`src/rtl/blink_ctrl_pkg.sv`:
```
// Shared constants and FSM encoding for the LED/button controller.
package blink_ctrl_pkg;

  localparam logic [1:0] MODE_OFF     = 2'b00;
  localparam logic [1:0] MODE_ON      = 2'b01;
  localparam logic [1:0] MODE_BLINK   = 2'b10;
  localparam logic [1:0] MODE_BREATHE = 2'b11;

  typedef enum logic [1:0] {
    StIdle,
    StPressed,
    StLong
  } press_state_e;

endpackage

```
`src/rtl/btn_debounce.sv`:
```
// Button synchroniser and tick-based debouncer; btn_db is 1 while the button is held.
module btn_debounce #(
  parameter int unsigned DEBOUNCE_MS = 10
) (
  input  logic CLK,
  input  logic RST,
  input  logic tick,
  input  logic BTN_N,
  output logic btn_db
);

  localparam int unsigned CntW = $clog2(DEBOUNCE_MS + 1);

  logic [1:0]      sync_q;
  logic            btn_s;
  logic [CntW-1:0] cnt_q, cnt_d;
  logic            db_q, db_d;

  // Two-flop synchroniser; resets to the released (high) level.
  always_ff @(posedge CLK or posedge RST) begin
    if (RST) sync_q <= 2'b11;
    else     sync_q <= {sync_q[0], BTN_N};
  end

  assign btn_s = ~sync_q[1];

  // Accept a new level only after it has differed for DEBOUNCE_MS ticks in a row.
  always_comb begin
    cnt_d = cnt_q;
    db_d  = db_q;
    if (btn_s == db_q) begin
      cnt_d = '0;
    end else if (cnt_q == CntW'(DEBOUNCE_MS)) begin
      db_d  = btn_s;
      cnt_d = '0;
    end else if (tick) begin
      cnt_d = cnt_q + 1'b1;
    end
  end

  // Debounce state registers.
  always_ff @(posedge CLK or posedge RST) begin
    if (RST) begin
      cnt_q <= '0;
      db_q  <= 1'b0;
    end else begin
      cnt_q <= cnt_d;
      db_q  <= db_d;
    end
  end

  assign btn_db = db_q;

endmodule

```
`src/rtl/blink_ctrl.sv`:
```
// LED mode controller (off/on/blink/breathe) with debounced short/long press detection.
module blink_ctrl
  import blink_ctrl_pkg::*;
#(
  parameter int unsigned CHANNELS      = 3,
  parameter int unsigned PWM_BITS      = 8,
  parameter int unsigned TICK_DIV      = 48000,
  parameter int unsigned DEBOUNCE_MS   = 10,
  parameter int unsigned LONG_PRESS_MS = 2000,
  parameter int unsigned BLINK_HALF_MS = 250
) (
  input  logic                    CLK,
  input  logic                    RST,
  input  logic                    BTN_N,
  input  logic [2*CHANNELS-1:0]   MODE,
  output logic [CHANNELS-1:0]     LED_N,
  output logic                    RST_N,
  output logic                    BTN_SHORT
);

  localparam int unsigned TickW  = $clog2(TICK_DIV);
  localparam int unsigned HoldW  = $clog2(LONG_PRESS_MS + 1);
  localparam int unsigned BlinkW = $clog2(BLINK_HALF_MS);
  localparam logic [PWM_BITS-1:0] DutyMax = '1;

  logic [TickW-1:0]    tick_cnt_q, tick_cnt_d;
  logic                tick;
  logic [BlinkW-1:0]   blink_cnt_q, blink_cnt_d;
  logic                phase_q, phase_d;
  logic [PWM_BITS-1:0] pwm_q, pwm_d;
  logic [PWM_BITS-1:0] duty_q, duty_d;
  logic                dir_up_q, dir_up_d;
  logic                btn_db;
  press_state_e        state_q;
  logic [HoldW-1:0]    hold_q;
  logic                short_q, rst_n_q;
  logic [CHANNELS-1:0] lit;
  logic [CHANNELS-1:0] led_n_q;

  assign tick = (tick_cnt_q == TickW'(TICK_DIV - 1));

  // Next-state for the 1 ms prescaler, blink phase and breathe ramp.
  always_comb begin
    tick_cnt_d  = tick ? '0 : tick_cnt_q + 1'b1;
    blink_cnt_d = blink_cnt_q;
    phase_d     = phase_q;
    pwm_d       = pwm_q + 1'b1;
    duty_d      = duty_q;
    dir_up_d    = dir_up_q;
    if (tick) begin
      if (blink_cnt_q == BlinkW'(BLINK_HALF_MS - 1)) begin
        blink_cnt_d = '0;
        phase_d     = ~phase_q;
      end else begin
        blink_cnt_d = blink_cnt_q + 1'b1;
      end
      // Endpoints are held for one tick: the reversing tick only flips direction.
      if (dir_up_q) begin
        if (duty_q == DutyMax) dir_up_d = 1'b0;
        else                   duty_d   = duty_q + 1'b1;
      end else begin
        if (duty_q == '0) dir_up_d = 1'b1;
        else              duty_d   = duty_q - 1'b1;
      end
    end
  end

  // Shared timebase registers; never restarted by MODE changes.
  always_ff @(posedge CLK or posedge RST) begin
    if (RST) begin
      tick_cnt_q  <= '0;
      blink_cnt_q <= '0;
      phase_q     <= 1'b0;
      pwm_q       <= '0;
      duty_q      <= '0;
      dir_up_q    <= 1'b1;
    end else begin
      tick_cnt_q  <= tick_cnt_d;
      blink_cnt_q <= blink_cnt_d;
      phase_q     <= phase_d;
      pwm_q       <= pwm_d;
      duty_q      <= duty_d;
      dir_up_q    <= dir_up_d;
    end
  end

  btn_debounce #(
    .DEBOUNCE_MS (DEBOUNCE_MS)
  ) u_btn_debounce (
    .CLK    (CLK),
    .RST    (RST),
    .tick   (tick),
    .BTN_N  (BTN_N),
    .btn_db (btn_db)
  );

  // Press classifier with registered short-press pulse and bootloader request.
  always_ff @(posedge CLK or posedge RST) begin
    if (RST) begin
      state_q <= StIdle;
      hold_q  <= '0;
      short_q <= 1'b0;
      rst_n_q <= 1'b1;
    end else begin
      short_q <= 1'b0;
      rst_n_q <= (state_q != StLong);
      unique case (state_q)
        StIdle: begin
          if (btn_db) begin
            state_q <= StPressed;
            hold_q  <= '0;
          end
        end
        StPressed: begin
          // Release wins over reaching the long-press threshold.
          if (!btn_db) begin
            state_q <= StIdle;
            short_q <= 1'b1;
          end else if (hold_q == HoldW'(LONG_PRESS_MS)) begin
            state_q <= StLong;
          end else if (tick) begin
            hold_q <= hold_q + 1'b1;
          end
        end
        StLong: begin
          if (!btn_db) state_q <= StIdle;
        end
        default: state_q <= StIdle;
      endcase
    end
  end

  for (genvar ch = 0; ch < CHANNELS; ch++) begin : g_chan
    logic [1:0] ch_mode;
    logic       ch_lit;

    assign ch_mode = MODE[2*ch +: 2];

    // Per-channel mode mux over the shared blink phase and PWM duty.
    always_comb begin
      ch_lit = 1'b0;
      unique case (ch_mode)
        MODE_OFF:     ch_lit = 1'b0;
        MODE_ON:      ch_lit = 1'b1;
        MODE_BLINK:   ch_lit = phase_q;
        MODE_BREATHE: ch_lit = (pwm_q < duty_q);
      endcase
    end

    assign lit[ch] = ch_lit;
  end

  // Registered active-low LED drive; all LEDs lit while a long press is held.
  always_ff @(posedge CLK or posedge RST) begin
    if (RST) led_n_q <= '1;
    else     led_n_q <= (state_q == StLong) ? '0 : ~lit;
  end

  assign LED_N     = led_n_q;
  assign RST_N     = rst_n_q;
  assign BTN_SHORT = short_q;

endmodule

```
`config.mk`:
```
export PLATFORM = sky130hd
export DESIGN_NAME = blink_ctrl
export DESIGN_NICKNAME = d
export VERILOG_FILES = /design/src/rtl/blink_ctrl_pkg.sv /design/src/rtl/btn_debounce.sv /design/src/rtl/blink_ctrl.sv
export SDC_FILE = /design/constraint.sdc
export NUM_CORES = 1
export LEC_CHECK = 0
export CAP_MARGIN = 10
export CORE_ASPECT_RATIO = 0.9
export CORE_UTILIZATION = 62
export CTS_BUF_LIST = sky130_fd_sc_hd__clkbuf_2
export DETAILED_ROUTE_END_ITERATION = 7
export PLACE_DENSITY = 0.81
export SETUP_SLACK_MARGIN = 0.2
export SLEW_MARGIN = 30
export SYNTH_ARGS = -nofsm -noshare
export SYNTH_HDL_FRONTEND = slang
export SYNTH_SLANG_ARGS = --single-unit
```
`constraint.sdc`:
```
create_clock -name CLK -period 6.5 [get_ports CLK]
set_input_delay 0.975 -clock CLK [delete_from_list [all_inputs] [get_ports CLK]]
set_output_delay 0.975 -clock CLK [all_outputs]
set_load 0.03 [all_outputs]
```
==> results.py <==
metrics = {
    "finish": {
        "mostFrequentLayoutCells": "dfrtp_1, nor2_1, nand2_1, o21ai_0, xnor2_1",
        "finalInstanceArea_sq_mm": 0.00385,
        "fin_nets": 407,
        "utilization": 0.716,
        "layout_commonest_cell": "dfrtp_1",
        "fillers": 398,
        "n_antenna_cell": 0,
        "layout-drive-gt1-share": 0.0971,
        "areaGrowthSynthToFinish_pct": 8.45,
    },
    "clock_network": {
        "cts_num_sinks": 67,
        "ctsResizeCount": 0,
        "ctsHoldBuffers": 0,
        "cts_root_buffer": "clkbuf_2",
        "clk_path_buf_depth": 2,
        "clk_latency_ns": 0.51,
        "postCtsSetupBuffers": 0,
        "cts_tree": "done",
        "h-tree-depth": 3,
        "numCtsBuffers": 9,
        "path_clk_slew_ns": 0.16,
    },
    "setup_path": {
        "critPathArrivalTime_ns": 1.72,
        "crit_slowest_cell": "clkdlybuf4s50_1",
        "end_kind": "output pin",
        "cpLargestDelayFamily": "buffers and inverters",
        "worstRegToRegCells": 7,
        "cp_max_fo": 1,
        "r2r_end": "hold_q[7]",
        "required_ns": 5.52,
        "critPathKind": "reg2out",
        "start_kind": "flip-flop",
        "rrSetupSlack_ns": 3.82,
        "crit_chain": "clkdlybuf4s50_1",
        "r2r-start": "tick_cnt_q[0]",
        "crit_buf_inv": 1,
        "max_stage_delay_ns": 0.66,
    },
    "sta": {
        "final.period_utilization": 0.414,
        "drv_slew": 0,
        "setup_tns_ns": 0,
        "rsz0062_at_grt": "false",
        "hold_violations": 0,
        "setup_viol": 0,
        "fmax_mhz": 372,
        "slew_headroom": 0.433,
        "setup_ws_ns": 3.81,
        "finClkSkew_ns": 0.0304,
        "tightestPinTransition_ns": 0.845,
        "fin_crit_ns": 2.69,
    },
    "synth": {
        "syn_area_sq_mm": 0.00355,
        "synth_edf_count": 0,
        "async_flop_share": 1.00,
        "synth-seq-cells": 67,
        "ys_types": 49,
        "syn_inst": 357,
        "ys.flop_type": "dfrtp_1",
        "syn-num-nets": 388,
        "synth_seq_area_share": 0.474,
        "syn_avg_cell_area_sq_um": 9.95,
        "ys_warn_count": 0,
    },
    "placement": {
        "place_hpwl_um": 4560,
        "io_buffers": 13,
        "place.gp.congestion": 0.830,
        "placed_cell_area_sq_mm": 0.00374,
        "pre_cts_slack_ns": 3.56,
    },
    "route": {
        "first_pass_iters": 4,
        "detail-route-antenna-nets": 0,
        "vias": 2610,
        "vias_per_cell": 5.83,
        "drc": 0,
        "wl_per_cell_um": 14.3,
        "wirelength_um": 6420,
        "drtIter0Drc": 101,
    },
    "power_and_ir_drop": {
        "power_leakage_nw": 1.72,
        "peakVddDrop_mv": 0.116,
        "power_density_mw_per_mm2": 174,
    },
    "min_path": {
        "hp-start": "u_btn_debounce.sync_q[0]",
        "hold_class": "reg2reg",
        "hold_end": "u_btn_debounce.sync_q[1]",
        "holdPathStages": 0,
    },
    "status": {
        "status": "completed",
    },
    "floorplanning": {
        "die_y_um": 73.8,
        "design.core.area_sq_mm": 0.00538,
        "rows": 25,
        "die_w_um": 81.8,
        "io_pins": 14,
        "start_util": 0.660,
        "die-area_sq_mm": 0.00604,
    },
    "grt": {
        "grt_antenna_before_repair": 0,
        "grt_util_all_layers": 0.243,
        "grt_max_degree": 68,
        "grt_pass1_wl_um": 11000,
        "grt_pass1_vias": 2523,
        "grt-ovfl-total": 0,
    },
    "job": {
        "maxCapViolations": 0,
    },
}
## logic make-up (layout without fill, tap and decap cells)
logic type | Yosys count | after routing | synth area share
flip-flops | 67 | 67 | 0.474
XOR/XNOR | 35 | 35 | 0.0863
AND/OR/NAND/NOR | 138 | 138 | 0.214
multiplexers | 3 | 3 | 0.00915
adder cells (fa/ha/maj) | 22 | 22 | 0.0796
buffers and inverters | 29 | 53 | 0.0331
AO/OA/AOI/OAI | 63 | 63 | 0.104
## state kept, by name (all words and copies together) (netlist names), 2 cells and up
| register | cells |
|---|---|
| blink_cnt_q | 8 |
| hold_q | 11 |
| pwm_q | 8 |
| u_btn_debounce.cnt_q | 4 |
| tick_cnt_q | 16 |
| state_q | 2 |
| LED_N | 3 |
| u_btn_debounce.sync_q | 2 |
| duty_q | 8 |
## Yosys cell counts, types with 3 or more instances
library cell / instances / area [sq um]
nor3_1: 5 / 25.0
nor3_2: 4 / 40.0
and3_1: 8 / 50.1
a21o_1: 5 / 37.5
a31oi_1: 4 / 25.0
nand3_1: 18 / 90.1
nand3b_1: 3 / 22.5
nor2b_1: 5 / 31.3
a21oi_1: 16 / 80.1
dfstp_2: 7 / 184
nand2b_1: 3 / 18.8
buf_2: 4 / 20.0
nand2_1: 29 / 109
xnor2_1: 23 / 201
inv_1: 23 / 86.3
ha_1: 21 / 263
o31ai_1: 3 / 22.5
nor2_1: 31 / 116
xor2_1: 12 / 105
nand4_1: 12 / 75.1
a31o_2: 3 / 26.3
o21ai_0: 25 / 125
dfrtp_1: 60 / 1500
## worst max-delay path by stage
| stage | start | endpoint | slack [ns] | cells after the start |
|---|---|---|---|---|
| 2_1_floorplan | RST | BTN_SHORT | 3.85 | 1 |
| 3_5_place_dp | tick_cnt_q[0] | hold_q[7] | 3.56 | 7 |
| 4_1_cts | tick_cnt_q[0] | hold_q[7] | 3.47 | 7 |
| 5_1_grt | tick_cnt_q[0] | hold_q[7] | 3.64 | 7 |
| 6_report | LED_N[2] | LED_N[2] | 3.81 | 1 |
| 3_3_place_gp | tick_cnt_q[0] | hold_q[7] | 3.65 | 7 |
## per-layer routing
metal | vias up | global-route usage | wire (um)
met5 | - | 0 | 0
met4 | 0 | 0.0799 | 116
met3 | 12 | 0.0783 | 169
met2 | 31 | 0.389 | 3100
met1 | 1276 | 0.310 | 3030
li1 | 1291 | - | -
## layout make-up
class,count,area (sq um),share of cell area
Inverter,23,86.3,0.0224
Clock inverter,4,41.3,0.0107
Sequential cell,67,1690,0.437
Timing Repair Buffer,14,138,0.0357
Multi-Input combinational cell,261,1760,0.456
Clock buffer,12,60.1,0.0156
Tap cell,67,83.8,0.0218
## power breakdown
part / total, mW / switching (mW) / internal (mW)
combinational: 0.0207 / 0.0128 / 0.00793
sequential: 0.421 / 0.000646 / 0.420
clock: 0.230 / 0.140 / 0.0904
## metrics by stage
stage | hold WS [ns] | power [mW] | std cells
3_5_place_dp | 0.349 | 0.450 | 432
5_1_grt | 0.372 | 0.694 | 448
6_report | 0.368 | 0.671 | 448
3_3_place_gp | 0.346 | 0.449 | 432
2_1_floorplan | 0.345 | 0.439 | 357
4_1_cts | 0.370 | 0.674 | 448
Note: power is estimated with default switching activity, not from simulation.
